File: src/rtl/muldiv_if.sv
// muldiv_if
//   Request/response bundle between the EX stage and the iterative
//   multiply/divide unit.
//
//   Signals (directions as seen by the unit, slave modport):
//     start_i    in   request, held high with stable operands until ready_o
//     op_i       in   00 MULT, 01 MULTU, 10 DIV, 11 DIVU
//     src1_i     in   multiplicand / dividend
//     src2_i     in   multiplier / divisor
//     annul_i    in   abort the operation in flight
//     busy_o     out  unit is iterating or fixing up signs
//     ready_o    out  one-cycle pulse, result_o valid
//     stallreq_o out  start_i & ~ready_o
//     result_o   out  MUL: product, DIV: {remainder, quotient}
//
//   Modports: master (EX stage), slave (muldiv_iter).
interface muldiv_if #(
    parameter int WIDTH = 32
) ();
    logic                 start_i;
    logic [1:0]           op_i;
    logic [WIDTH-1:0]     src1_i;
    logic [WIDTH-1:0]     src2_i;
    logic                 annul_i;
    logic                 busy_o;
    logic                 ready_o;
    logic                 stallreq_o;
    logic [2*WIDTH-1:0]   result_o;

    modport master (
        output start_i, op_i, src1_i, src2_i, annul_i,
        input  busy_o, ready_o, stallreq_o, result_o
    );

    modport slave (
        input  start_i, op_i, src1_i, src2_i, annul_i,
        output busy_o, ready_o, stallreq_o, result_o
    );
endinterface

File: src/rtl/muldiv_iter.sv
// muldiv_iter
//   Iterative radix-2 multiply/divide unit for the EX stage. Signed and
//   unsigned MUL (shift-add) and DIV (restoring shift-subtract) share one
//   set of registers. Operands are reduced to magnitudes on entry and the
//   sign is restored in a separate FIX cycle.
//
//   Ports:
//     clk   clock
//     rst   synchronous, active-high reset
//     bus   muldiv_if.slave: start_i, op_i, src1_i, src2_i, annul_i,
//           busy_o, ready_o, stallreq_o, result_o
//
//   Parameters:
//     WIDTH  operand width (result is 2*WIDTH)
//     CNT_W  iteration counter width, 2**CNT_W > WIDTH
//
//   Configuration macro:
//     MULDIV_EARLY_OUT_EN  when defined, MUL/MULTU leave the iteration as
//                          soon as the remaining multiplier is zero.
module muldiv_iter #(
    parameter int WIDTH = 32,
    parameter int CNT_W = 6
) (
    input  logic     clk,
    input  logic     rst,
    muldiv_if.slave  bus
);

    typedef enum logic [1:0] {
        S_IDLE,
        S_CALC,
        S_FIX,
        S_DONE
    } state_t;

    state_t               state_q, state_d;
    logic [CNT_W-1:0]     cnt_q, cnt_d;
    logic                 is_div_q, is_div_d;
    logic                 neg_lo_q, neg_lo_d;
    logic                 neg_hi_q, neg_hi_d;
    // MUL: running product. DIV: {partial remainder, dividend/quotient shifter}.
    logic [2*WIDTH-1:0]   acc_q, acc_d;
    // MUL only: multiplicand shifted left one place per step.
    logic [2*WIDTH-1:0]   mcand_q, mcand_d;
    // MUL: remaining multiplier magnitude. DIV: divisor magnitude.
    logic [WIDTH-1:0]     mplier_q, mplier_d;
    logic [2*WIDTH-1:0]   result_q, result_d;

    logic                 op_signed;
    logic                 src1_neg;
    logic                 src2_neg;
    logic [WIDTH-1:0]     mag1;
    logic [WIDTH-1:0]     mag2;

    logic [WIDTH:0]       div_shifted;
    logic                 div_ge;
    logic [WIDTH-1:0]     div_sub;
    logic [WIDTH-1:0]     quo_raw;
    logic [WIDTH-1:0]     rem_raw;
    logic                 mul_early;

    assign op_signed = ~bus.op_i[0];
    assign src1_neg  = op_signed & bus.src1_i[WIDTH-1];
    assign src2_neg  = op_signed & bus.src2_i[WIDTH-1];
    assign mag1      = src1_neg ? (~bus.src1_i + 1'b1) : bus.src1_i;
    assign mag2      = src2_neg ? (~bus.src2_i + 1'b1) : bus.src2_i;

    // Restoring divide step: bring in the next dividend bit and try the
    // subtraction. The partial remainder is always below the divisor, so
    // the difference fits in WIDTH bits whenever the trial succeeds.
    assign div_shifted = {acc_q[2*WIDTH-1:WIDTH], acc_q[WIDTH-1]};
    assign div_ge      = div_shifted >= {1'b0, mplier_q};
    assign div_sub     = div_shifted[WIDTH-1:0] - mplier_q;

    assign quo_raw = acc_q[WIDTH-1:0];
    assign rem_raw = acc_q[2*WIDTH-1:WIDTH];

`ifdef MULDIV_EARLY_OUT_EN
    // The current step consumes mplier_q[0]; if nothing is left above it,
    // the product is complete after this step.
    assign mul_early = (mplier_q[WIDTH-1:1] == '0);
`else
    assign mul_early = 1'b0;
`endif

    always_ff @(posedge clk) begin
        if (rst) begin
            state_q  <= S_IDLE;
            cnt_q    <= '0;
            is_div_q <= 1'b0;
            neg_lo_q <= 1'b0;
            neg_hi_q <= 1'b0;
            acc_q    <= '0;
            mcand_q  <= '0;
            mplier_q <= '0;
            result_q <= '0;
        end else begin
            state_q  <= state_d;
            cnt_q    <= cnt_d;
            is_div_q <= is_div_d;
            neg_lo_q <= neg_lo_d;
            neg_hi_q <= neg_hi_d;
            acc_q    <= acc_d;
            mcand_q  <= mcand_d;
            mplier_q <= mplier_d;
            result_q <= result_d;
        end
    end

    always_comb begin
        state_d  = state_q;
        cnt_d    = cnt_q;
        is_div_d = is_div_q;
        neg_lo_d = neg_lo_q;
        neg_hi_d = neg_hi_q;
        acc_d    = acc_q;
        mcand_d  = mcand_q;
        mplier_d = mplier_q;
        result_d = result_q;

        case (state_q)
            S_IDLE: begin
                if (!bus.annul_i && bus.start_i) begin
                    is_div_d = bus.op_i[1];
                    // neg_lo: product / quotient sign, neg_hi: remainder sign
                    neg_lo_d = src1_neg ^ src2_neg;
                    neg_hi_d = src1_neg;
                    if (bus.op_i[1] && (bus.src2_i == '0)) begin
                        result_d = {bus.src1_i, {WIDTH{1'b1}}};
                        state_d  = S_DONE;
                    end else begin
                        cnt_d    = CNT_W'(WIDTH);
                        mplier_d = mag2;
                        if (bus.op_i[1]) begin
                            acc_d   = {{WIDTH{1'b0}}, mag1};
                            mcand_d = '0;
                        end else begin
                            acc_d   = '0;
                            mcand_d = {{WIDTH{1'b0}}, mag1};
                        end
                        state_d = S_CALC;
                    end
                end
            end

            S_CALC: begin
                if (bus.annul_i) begin
                    state_d = S_IDLE;
                end else begin
                    cnt_d = cnt_q - 1'b1;
                    if (is_div_q) begin
                        acc_d = {div_ge ? div_sub : div_shifted[WIDTH-1:0],
                                 acc_q[WIDTH-2:0], div_ge};
                    end else begin
                        acc_d    = acc_q + (mplier_q[0] ? mcand_q : '0);
                        mcand_d  = mcand_q << 1;
                        mplier_d = mplier_q >> 1;
                    end
                    if ((cnt_q == CNT_W'(1)) || (!is_div_q && mul_early)) begin
                        state_d = S_FIX;
                    end
                end
            end

            S_FIX: begin
                if (bus.annul_i) begin
                    state_d = S_IDLE;
                end else begin
                    if (is_div_q) begin
                        result_d = {neg_hi_q ? (~rem_raw + 1'b1) : rem_raw,
                                    neg_lo_q ? (~quo_raw + 1'b1) : quo_raw};
                    end else begin
                        result_d = neg_lo_q ? (~acc_q + 1'b1) : acc_q;
                    end
                    state_d = S_DONE;
                end
            end

            S_DONE: begin
                state_d = S_IDLE;
            end

            default: begin
                state_d = S_IDLE;
            end
        endcase
    end

    assign bus.busy_o     = (state_q == S_CALC) || (state_q == S_FIX);
    assign bus.ready_o    = (state_q == S_DONE);
    assign bus.stallreq_o = bus.start_i & ~bus.ready_o;
    assign bus.result_o   = result_q;

endmodule
File: src/flat_wrapper.sv
// flat-port wrapper written by rule: the top's interface ports become plain ports
module muldiv_iter_flat 
#(
    parameter int WIDTH = 32,
    parameter int CNT_W = 6
)
  (clk, rst, bus_start_i, bus_op_i, bus_src1_i, bus_src2_i, bus_annul_i, bus_busy_o, bus_ready_o, bus_stallreq_o, bus_result_o);
  muldiv_if #(.WIDTH(WIDTH)) bus_i ();
  input  logic clk;
  input  logic rst;
  input wire logic [$bits(bus_i.start_i)-1:0] bus_start_i;
  input wire logic [$bits(bus_i.op_i)-1:0] bus_op_i;
  input wire logic [$bits(bus_i.src1_i)-1:0] bus_src1_i;
  input wire logic [$bits(bus_i.src2_i)-1:0] bus_src2_i;
  input wire logic [$bits(bus_i.annul_i)-1:0] bus_annul_i;
  output wire logic [$bits(bus_i.busy_o)-1:0] bus_busy_o;
  output wire logic [$bits(bus_i.ready_o)-1:0] bus_ready_o;
  output wire logic [$bits(bus_i.stallreq_o)-1:0] bus_stallreq_o;
  output wire logic [$bits(bus_i.result_o)-1:0] bus_result_o;
  assign bus_i.start_i = bus_start_i;
  assign bus_i.op_i = bus_op_i;
  assign bus_i.src1_i = bus_src1_i;
  assign bus_i.src2_i = bus_src2_i;
  assign bus_i.annul_i = bus_annul_i;
  assign bus_busy_o = bus_i.busy_o;
  assign bus_ready_o = bus_i.ready_o;
  assign bus_stallreq_o = bus_i.stallreq_o;
  assign bus_result_o = bus_i.result_o;
  muldiv_iter #(.WIDTH(WIDTH), .CNT_W(CNT_W)) u_core (.clk(clk), .rst(rst), .bus(bus_i));
endmodule
File: config.mk
export PLATFORM = sky130hd
export DESIGN_NAME = muldiv_iter_flat
export DESIGN_NICKNAME = d
export VERILOG_FILES = /design/src/rtl/muldiv_if.sv /design/src/rtl/muldiv_iter.sv /design/src/flat_wrapper.sv
export SDC_FILE = /design/constraint.sdc
export NUM_CORES = 1
export LEC_CHECK = 0
export CAP_MARGIN = 15
export CORE_AREA = 2 2 184 186
export CTS_CLUSTER_DIAMETER = 120
export DETAILED_ROUTE_END_ITERATION = 10
export DIE_AREA = 0 0 186 188
export PLACE_DENSITY = 0.76
export SLEW_MARGIN = 20
export SYNTH_ARGS = -nofsm -noshare
export SYNTH_HDL_FRONTEND = slang
export SYNTH_SLANG_ARGS = --single-unit
export TNS_END_PERCENT = 30
File: constraint.sdc
create_clock -name clk -period 5.4 [get_ports clk]
set_input_delay 1.08 -clock clk [delete_from_list [all_inputs] [get_ports clk]]
set_output_delay 1.08 -clock clk [all_outputs]
set_load 0.05 [all_outputs]
==> results of run 1 <==
[cell usage in the layout, fill, tap and decap left out, types with 91 or more instances in the layout]
master | synthesis | routed
nor2_1 | 350 | 348
ha_1 | 106 | 104
nor3_1 | 91 | 91
xor2_1 | 91 | 91
o21ai_0 | 158 | 158
clkdlybuf4s50_1 | 0 | 135
xnor2_1 | 116 | 116
nand2_1 | 251 | 250
dfxtp_1 | 235 | 234
a21oi_1 | 224 | 224
[report_power, final]
part           switching [mW]  total, mW  internal (mW)
Combinational            2.79       4.30           1.51
Sequential              0.296       2.29           1.99
Clock                   0.784       1.90           1.11
[flip-flops by register name (all words and copies together), names as in the netlist]
signal               flops
u_core.neg_hi_q          1
u_core.acc_q            64
u_core.cnt_q             6
u_core.bus.result_o     64
u_core.mplier_q         32
u_core.is_div_q          1
u_core.neg_lo_q          1
u_core.state_q           2
u_core.mcand_q          64
[path summary, 6_finish.rpt]
| check | startpoint | cells past startpoint | slack [ns] | end |
|---|---|---|---|---|
| setup reg to reg | u_core.mplier_q[0] | 15 | 0.73 | u_core.acc_q[62] |
| hold / removal | u_core.mplier_q[27] | 2 | 0.46 | u_core.mplier_q[27] |
| hold reg to reg | u_core.mplier_q[27] | 2 | 0.46 | u_core.mplier_q[27] |
| setup / recovery | u_core.mplier_q[0] | 15 | 0.73 | u_core.acc_q[62] |
[final cells by class]
type | instances | area, µm²
Tap cell | 448 | 561
Inverter | 71 | 267
Sequential cell | 235 | 4710
Multi-Input combinational cell | 2089 | 13100
Clock buffer | 39 | 792
Fill cell | 3016 | 11800
Clock inverter | 11 | 124
Timing Repair Buffer | 181 | 1750
[worst max-delay path, cell delays in order (launching register included)]
cell and delay [ns]:
dfxtp_1 0.53, buf_4 0.49, and2_1 0.22, ha_1 0.31, a21oi_1 0.27, o21ai_0 0.21, a211oi_1 0.45, a211oi_1 0.19
nor3b_1 0.26, buf_4 0.17, a311oi_1 0.14, a21oi_1 0.34, a31oi_1 0.20, a221oi_1 0.36, mux2i_1 0.28, a32o_1 0.19
[cells by family after synthesis]
group / count (synthesis) / share of synthesized area
flops: 235 / 0.252
buf+inv: 244 / 0.0496
simple gates: 935 / 0.231
fa+ha+maj: 108 / 0.0733
mux: 35 / 0.0189
xor+xnor: 207 / 0.0973
compound gates: 804 / 0.278
[stage by stage]
stage | setup slack (ns) | area, µm² | utilization | power, mW
2_1_floorplan | 1.57 | 18600 | - | 5.25
5_1_grt | 0.404 | 21300 | 0.642 | 8.95
6_report | 0.726 | 21300 | 0.642 | 8.49
3_5_place_dp | 0.373 | 20300 | 0.615 | 6.51
3_3_place_gp | 0.561 | 20300 | 0.615 | 6.45
4_1_cts | 0.792 | 21300 | 0.642 | 8.42
[metal layers]
layer  share of wire  GRT usage
met4           0.065      0.218
met1            0.40      0.448
met3           0.070     0.0501
met5               0          0
met2            0.47      0.615
==> flow_metrics.env, run 1 <==
export IMPL_cts_path_max_buffers=3
export IMPL_ys_warn_count=0
export IMPL_grt_max_degree=98
export IMPL_holdWs_ns=0.457
export IMPL_fp_row_count=67
export IMPL_io_pins=137
export IMPL_cp_max_fo=53
export IMPL_final_max_slew_viol_count=0
export IMPL_start_kind="register"
export IMPL_tightest_slew_ns=0.949
export IMPL_antenna_cells=0
export IMPL_skew_ns=0.0294
export IMPL_ant_nets=0
export IMPL_synth_main_ff_cell="dfxtp_1"
export IMPL_synth_net_count=2746
export IMPL_track_usage=0.368
export IMPL_setup_tns_ns=0
export IMPL_via_count=19601
export IMPL_endpoint_kind="register"
export IMPL_wire_per_inst_um=21.3
export IMPL_synth_cell_type_count=79
export IMPL_port_buffers=136
export IMPL_power_density_nw_per_um2=399
export IMPL_drive_gt1_frac=0.0465
export IMPL_initial_core_util=0.563
export IMPL_critPathArrivalTime_ns=5.20
export IMPL_routed_wl_um=65500
export IMPL_status="finished clean"
export IMPL_synth_seq_cells=235
export IMPL_ys_top_cells_by_count="nor2_1, nand2_1, dfxtp_1"
export IMPL_fp_dieW_um=186
export IMPL_routed_via_density=6.38
export IMPL_required_ns=5.92
export IMPL_period_share=0.866
export IMPL_grt_pass1_vias=18623
export IMPL_slew_headroom=0.366
export IMPL_hp_class="reg -> reg"
export IMPL_gp_congestion=0.993
export IMPL_synth_edf_count=0
export IMPL_drt_iter0_drc=1629
export IMPL_setup_viol_count_final=0
export IMPL_cts_buffers=28
export IMPL_h_tree_depth=1
export IMPL_path_class="reg -> reg"
export IMPL_fp_dieH_um=188
export IMPL_grt_pass1_wl_um=101000
export IMPL_cts_sinks=235
export IMPL_synthTopCellsByArea="dfxtp_1, ha_1, nor2_1, a21oi_1, xnor2_1"
export IMPL_fin_cells=3074
export IMPL_postSynthAreaPerCell_um2=7.26
export IMPL_fin_nets=2784
export IMPL_synth_cells=2568
export IMPL_syn2layout_area_growth_pct=14.1
export IMPL_root_buffer="clkbuf_16"
export IMPL_syn_area_um2=18600
export IMPL_vdd_drop_max_mv=0.329
export IMPL_dr_pass1_iters=6
export IMPL_yosysSeqAreaShare=0.252
export IMPL_grt_overflow=0
export IMPL_hold_violations=0
export IMPL_worst_skew_pair_late_latency_ns=0.58
export IMPL_yosysMostFrequentCell="nor2_1"
export IMPL_fin_crit_ns=4.67
export IMPL_p_leak_nw=8.25
export IMPL_cap_viol_max_count=0
export IMPL_remaining_drc_errors=0
export IMPL_async_flop_share=0
export IMPL_hpwl_um=48500
export IMPL_post_cts_buffers=0
export IMPL_rsz0062_at_grt="false"
export IMPL_yosysTopAreaCell="dfxtp_1"
export IMPL_cts_clk_slew_worst_paths_ns=0.06
export IMPL_postCtsHoldBufs=0
export IMPL_synth_top_cell_area_share=0.252
export IMPL_antenna_found_initial=0
export IMPL_dieArea_um2=35000
export IMPL_cts_tree="yes"
export IMPL_cts_resized=0
export IMPL_core_um2=33100
export IMPL_place_inst=3024
export IMPL_fmax_mhz=214
Power figures use the tool's default switching activity.
==> run 2, diff against run 1 <==
- CTS_BUF_LIST: default -> sky130_fd_sc_hd__clkbuf_4 sky130_fd_sc_hd__clkbuf_8
==> run 2 against run 1 <==
Combinational power hardly changed. Die area unchanged. Cell area about the same. Utilization is essentially flat. Worst setup slack got worse by 0.033 ns.
==> flow_metrics.env, run 2 (synthesized netlist as in run 1, its figures left out) <==
export IMPL_cts_resized=0
export IMPL_grt_max_degree=98
export IMPL_fin_cells=3104
export IMPL_cap_viol_max_count=0
export IMPL_fin_nets=2799
export IMPL_final_common_cell="nor2_1"
export IMPL_path_class="reg -> reg"
export IMPL_wire_per_inst_um=21.2
export IMPL_crit_path_cell_trace="buf_4 -> and2_1 -> ha_1 -> a21oi_1 -> o21ai_0 -> a211oi_1 -> a211oi_1 -> nor3b_1 -> buf_4 -> a311oi_1 -> a21oi_1 -> a31oi_1 -> a221oi_1 -> mux2i_1 -> a32o_1"
export IMPL_dieArea_um2=35000
export IMPL_gp_congestion=0.993
export IMPL_grt_pass1_vias=18703
export IMPL_cts_buffers=43
export IMPL_cp_max_fo=53
export IMPL_final_cell_mix="nor2_1, nand2_1, dfxtp_1, a21oi_1, o21ai_0"
export IMPL_final_max_slew_viol_count=0
export IMPL_antenna_found_initial=0
export IMPL_start_kind="register"
export IMPL_setup_viol_count_final=0
export IMPL_fp_row_count=67
export IMPL_post_cts_buffers=0
export IMPL_hp_class="reg -> reg"
export IMPL_hpwl_um=48500
export IMPL_period_share=0.872
export IMPL_crit_buf_inv=2
export IMPL_track_usage=0.370
export IMPL_h_tree_depth=2
export IMPL_tightest_slew_ns=0.922
export IMPL_dr_pass1_iters=5
export IMPL_power_density_nw_per_um2=396
export IMPL_fp_dieH_um=188
export IMPL_setup_tns_ns=0
export IMPL_critical_path_slowest_cell="dfxtp_1"
export IMPL_fp_dieW_um=186
export IMPL_core_um2=33100
export IMPL_drt_iter0_drc=1603
export IMPL_p_leak_nw=8.30
export IMPL_worst_skew_pair_late_latency_ns=0.63
export IMPL_cts_tree="yes"
export IMPL_endpoint_kind="register"
export IMPL_io_pins=137
export IMPL_fmax_mhz=212
export IMPL_grt_pass1_wl_um=101000
export IMPL_cts_sinks=235
export IMPL_place_inst=3024
export IMPL_cts_clk_slew_worst_paths_ns=0.06
export IMPL_p_total_mw=8.42
export IMPL_vdd_drop_max_mv=0.351
export IMPL_ant_nets=0
export IMPL_fin_crit_ns=4.71
export IMPL_dpl_cell_area_um2=20300
export IMPL_remaining_drc_errors=0
export IMPL_fin_area_um2=21300
export IMPL_root_buffer="clkbuf_8"
export IMPL_hold_violations=0
export IMPL_grt_overflow=0
export IMPL_routed_via_density=6.33
export IMPL_slew_headroom=0.384
export IMPL_initial_core_util=0.563
export IMPL_crit_family="compound AO/OA/AOI/OAI gates"
export IMPL_routed_wl_um=65700
export IMPL_cts_path_max_buffers=3
export IMPL_rrSetupSlack_ns=0.69
export IMPL_required_ns=5.97
export IMPL_via_count=19638
export IMPL_port_buffers=136
export IMPL_slowest_delay_ns=0.52
export IMPL_postCtsHoldBufs=0
export IMPL_drive_gt1_frac=0.0591
export IMPL_rsz0062_at_grt="false"
export IMPL_status="finished clean"
export IMPL_critPathArrivalTime_ns=5.28
export IMPL_syn2layout_area_growth_pct=14.2
export IMPL_skew_ns=0.0382
run 2: final timing paths:
check	startpoint	endpoint	cells after the start
hold reg to reg	u_core.mplier_q[27]	u_core.mplier_q[27]	2
hold / removal	u_core.mplier_q[27]	u_core.mplier_q[27]	2
setup reg to reg	u_core.mplier_q[0]	u_core.acc_q[62]	15
setup / recovery	u_core.mplier_q[0]	u_core.acc_q[62]	15
run 2: worst reg2reg max path, cell delays in order, from the launching register on:
cell      delay, ns
dfxtp_1        0.52
buf_4          0.47
and2_1         0.25
ha_1           0.31
a21oi_1        0.28
o21ai_0        0.21
a211oi_1       0.47
a211oi_1       0.19
nor3b_1        0.25
buf_4          0.17
a311oi_1       0.15
a21oi_1        0.35
a31oi_1        0.20
a221oi_1       0.37
mux2i_1        0.29
a32o_1         0.20
run 2: cell type report:
class	instances	area (µm²)
multi-input cells	2089	13100
fillers	3013	11800
flip-flops and latches	235	4710
repair buffers	181	1750
clock buffers	71	871
well taps	448	561
inverters	71	267
clock inverters	8	51.3
diodes	1	2.50
run 2: stage by stage:
stage	util	worst slack (ns)	hold slack, ns
2_1_floorplan	-	1.57	0.436
3_3_place_gp	0.615	0.561	0.441
3_5_place_dp	0.615	0.373	0.447
4_1_cts	0.642	0.814	0.455
5_1_grt	0.642	0.422	0.478
6_report	0.642	0.694	0.457
run 2: power by group:
group	switching (mW)	leakage, nW	internal [mW]
clock network	0.817	0.487	1.02
registers	0.296	1.91	2.00
logic	2.78	5.90	1.51
total	3.89	8.30	4.53
run 2: metal layers:
metal  GRT usage  wire, µm  up-vias
met5           0         0        -
li1            -         -     9369
met2       0.620     31100      834
met4       0.224      4010        0
met1       0.443     25800     9205
met3      0.0569      4820      230
==> run 3, diff against run 2 <==
- CORE_AREA: 2 2 184 186 -> 3 3 185 187
- CTS_CLUSTER_DIAMETER: 120 -> 40
- DIE_AREA: 0 0 186 188 -> 0 0 188 190
==> run 3 against run 2 <==
Cell area grew 0.81%. Sequential share of layout area shrank 0.18 points. First-iteration DRC count grew 16%. Worst setup slack gained 0.090 ns. Critical path depth is the same. Fmax grew 1.9%. Register-to-register slack gained 0.09 ns. Utilization grew 1.5 points. Global-route usage shrank 1.0 points. Sequential power is essentially flat.
==> flow_metrics.env, run 3 (synthesized netlist as in run 1, its figures left out) <==
export IMPL_worst_r2r_endpoint="u_core.acc_q[62]"
export IMPL_tightest_slew_ns=0.981
export IMPL_ant_nets=0
export IMPL_cts_path_max_buffers=3
export IMPL_grt_pass1_vias=19001
export IMPL_grt_max_degree=92
export IMPL_drt_iter0_drc=1852
export IMPL_dieArea_um2=35700
export IMPL_status="finished clean"
export IMPL_start_kind="register"
export IMPL_fp_dieW_um=188
export IMPL_p_leak_nw=8.39
export IMPL_antenna_cells=0
export IMPL_hpwl_um=49000
export IMPL_antenna_found_initial=0
export IMPL_worst_skew_pair_late_latency_ns=0.64
export IMPL_fill_cells=2966
export IMPL_cts_buffers=48
export IMPL_holdWs_ns=0.461
export IMPL_required_ns=5.92
export IMPL_routed_wl_um=66000
export IMPL_h_tree_depth=2
export IMPL_syn2layout_area_growth_pct=15.1
export IMPL_cts_sinks=235
export IMPL_core_um2=32600
export IMPL_hold_violations=0
export IMPL_slew_headroom=0.344
export IMPL_fin_cells=3107
export IMPL_io_pins=137
export IMPL_root_buffer="clkbuf_8"
export IMPL_fp_dieH_um=190
export IMPL_period_share=0.855
export IMPL_skew_ns=0.0290
export IMPL_wl_met1_um=25600
export IMPL_cts_tree="yes"
export IMPL_reg2reg_depth=15
export IMPL_initial_core_util=0.571
export IMPL_drive_gt1_frac=0.0627
export IMPL_remaining_drc_errors=0
export IMPL_routed_via_density=6.38
export IMPL_place_inst=3020
export IMPL_cap_viol_max_count=0
export IMPL_fin_crit_ns=4.62
export IMPL_fp_row_count=66
export IMPL_wl_met2_um=30900
export IMPL_rrSetupSlack_ns=0.78
export IMPL_final_cell_mix="nor2_1, nand2_1, dfxtp_1, a21oi_1, o21ai_0"
export IMPL_reg2reg_from="u_core.mplier_q[0]"
export IMPL_vdd_drop_max_mv=0.351
export IMPL_critPathArrivalTime_ns=5.13
export IMPL_endpoint_kind="register"
export IMPL_fmax_mhz=217
export IMPL_postCtsHoldBufs=0
export IMPL_gp_congestion=0.984
export IMPL_cts_clk_slew_worst_paths_ns=0.06
export IMPL_crit_path_start="u_core.mplier_q[0]"
export IMPL_grt_overflow=0
export IMPL_post_cts_buffers=0
export IMPL_endpoint="u_core.acc_q[62]"
export IMPL_via_count=19817
export IMPL_top_layer_used="met4"
export IMPL_grt_pass1_wl_um=103000
export IMPL_track_usage=0.360
export IMPL_setup_viol_count_final=0
export IMPL_hp_class="reg -> reg"
export IMPL_cp_max_fo=26
export IMPL_power_density_nw_per_um2=406
export IMPL_met3_length_um=5090
export IMPL_setup_tns_ns=0
export IMPL_dr_pass1_iters=5
export IMPL_rsz0062_at_grt="false"
export IMPL_path_class="reg -> reg"
export IMPL_fin_nets=2806
export IMPL_wire_per_inst_um=21.3
export IMPL_final_max_slew_viol_count=0
export IMPL_port_buffers=136
export IMPL_final_common_cell="nor2_1"
export IMPL_cts_resized=0
[run 3: layout make-up]
cell class / instances / area [µm²] / share of cell area
clock buffer: 69 / 875 / 0.0408
inverter: 71 / 267 / 0.0124
tap: 442 / 553 / 0.0258
clock inverter: 18 / 228 / 0.0106
timing repair buffer: 183 / 1750 / 0.0817
sequential: 235 / 4710 / 0.219
multi-input combinational: 2089 / 13100 / 0.609
[run 3: how the worst min path moves through the flow]
stage | startpoint | slack (ns) | cells after the start | endpoint
after floorplan | u_core.mplier_q[15] | 0.44 | 2 | u_core.mplier_q[15]
after global placement | u_core.mplier_q[15] | 0.45 | 2 | u_core.mplier_q[15]
after detailed placement | u_core.mplier_q[15] | 0.45 | 2 | u_core.mplier_q[15]
after CTS | u_core.mplier_q[15] | 0.46 | 2 | u_core.mplier_q[15]
after global routing | u_core.mplier_q[15] | 0.48 | 2 | u_core.mplier_q[15]
final | u_core.mplier_q[17] | 0.46 | 2 | u_core.mplier_q[17]
[run 3: metrics by stage]
stage	power (mW)	setup WS (ns)	utilization	area [µm²]
final	8.71	0.783	0.657	21400
after global routing	9.19	0.576	0.657	21400
after CTS	8.67	0.947	0.657	21400
after detailed placement	6.51	0.556	0.624	20300
after global placement	6.43	0.653	0.624	20300
after floorplan	5.25	1.57	-	18600
[run 3: worst max-delay path: stages (launching register included)]
cell and delay, ns:
dfxtp_1 0.59, buf_4 0.34, and2_1 0.17, ha_1 0.29, nand4_1 0.20, o21ai_0 0.32
a31oi_1 0.24, a211oi_1 0.42, nor3b_1 0.11, buf_4 0.17, a311oi_1 0.44, a21oi_1 0.21
a31oi_1 0.38, a221oi_1 0.17, mux2i_1 0.17, a32o_1 0.27
[run 3: per-layer routing]
metal  global-route usage  up-vias
li1                     -     9377
met1                0.423     9266
met2                0.611      922
met3               0.0650      252
met4                0.220        0
met5                    0        -
[run 3: where the power goes]
part	switching [mW]	internal [mW]	total [mW]
sequential	0.301	2.00	2.30
combinational	2.77	1.49	4.26
clock	0.863	1.29	2.15
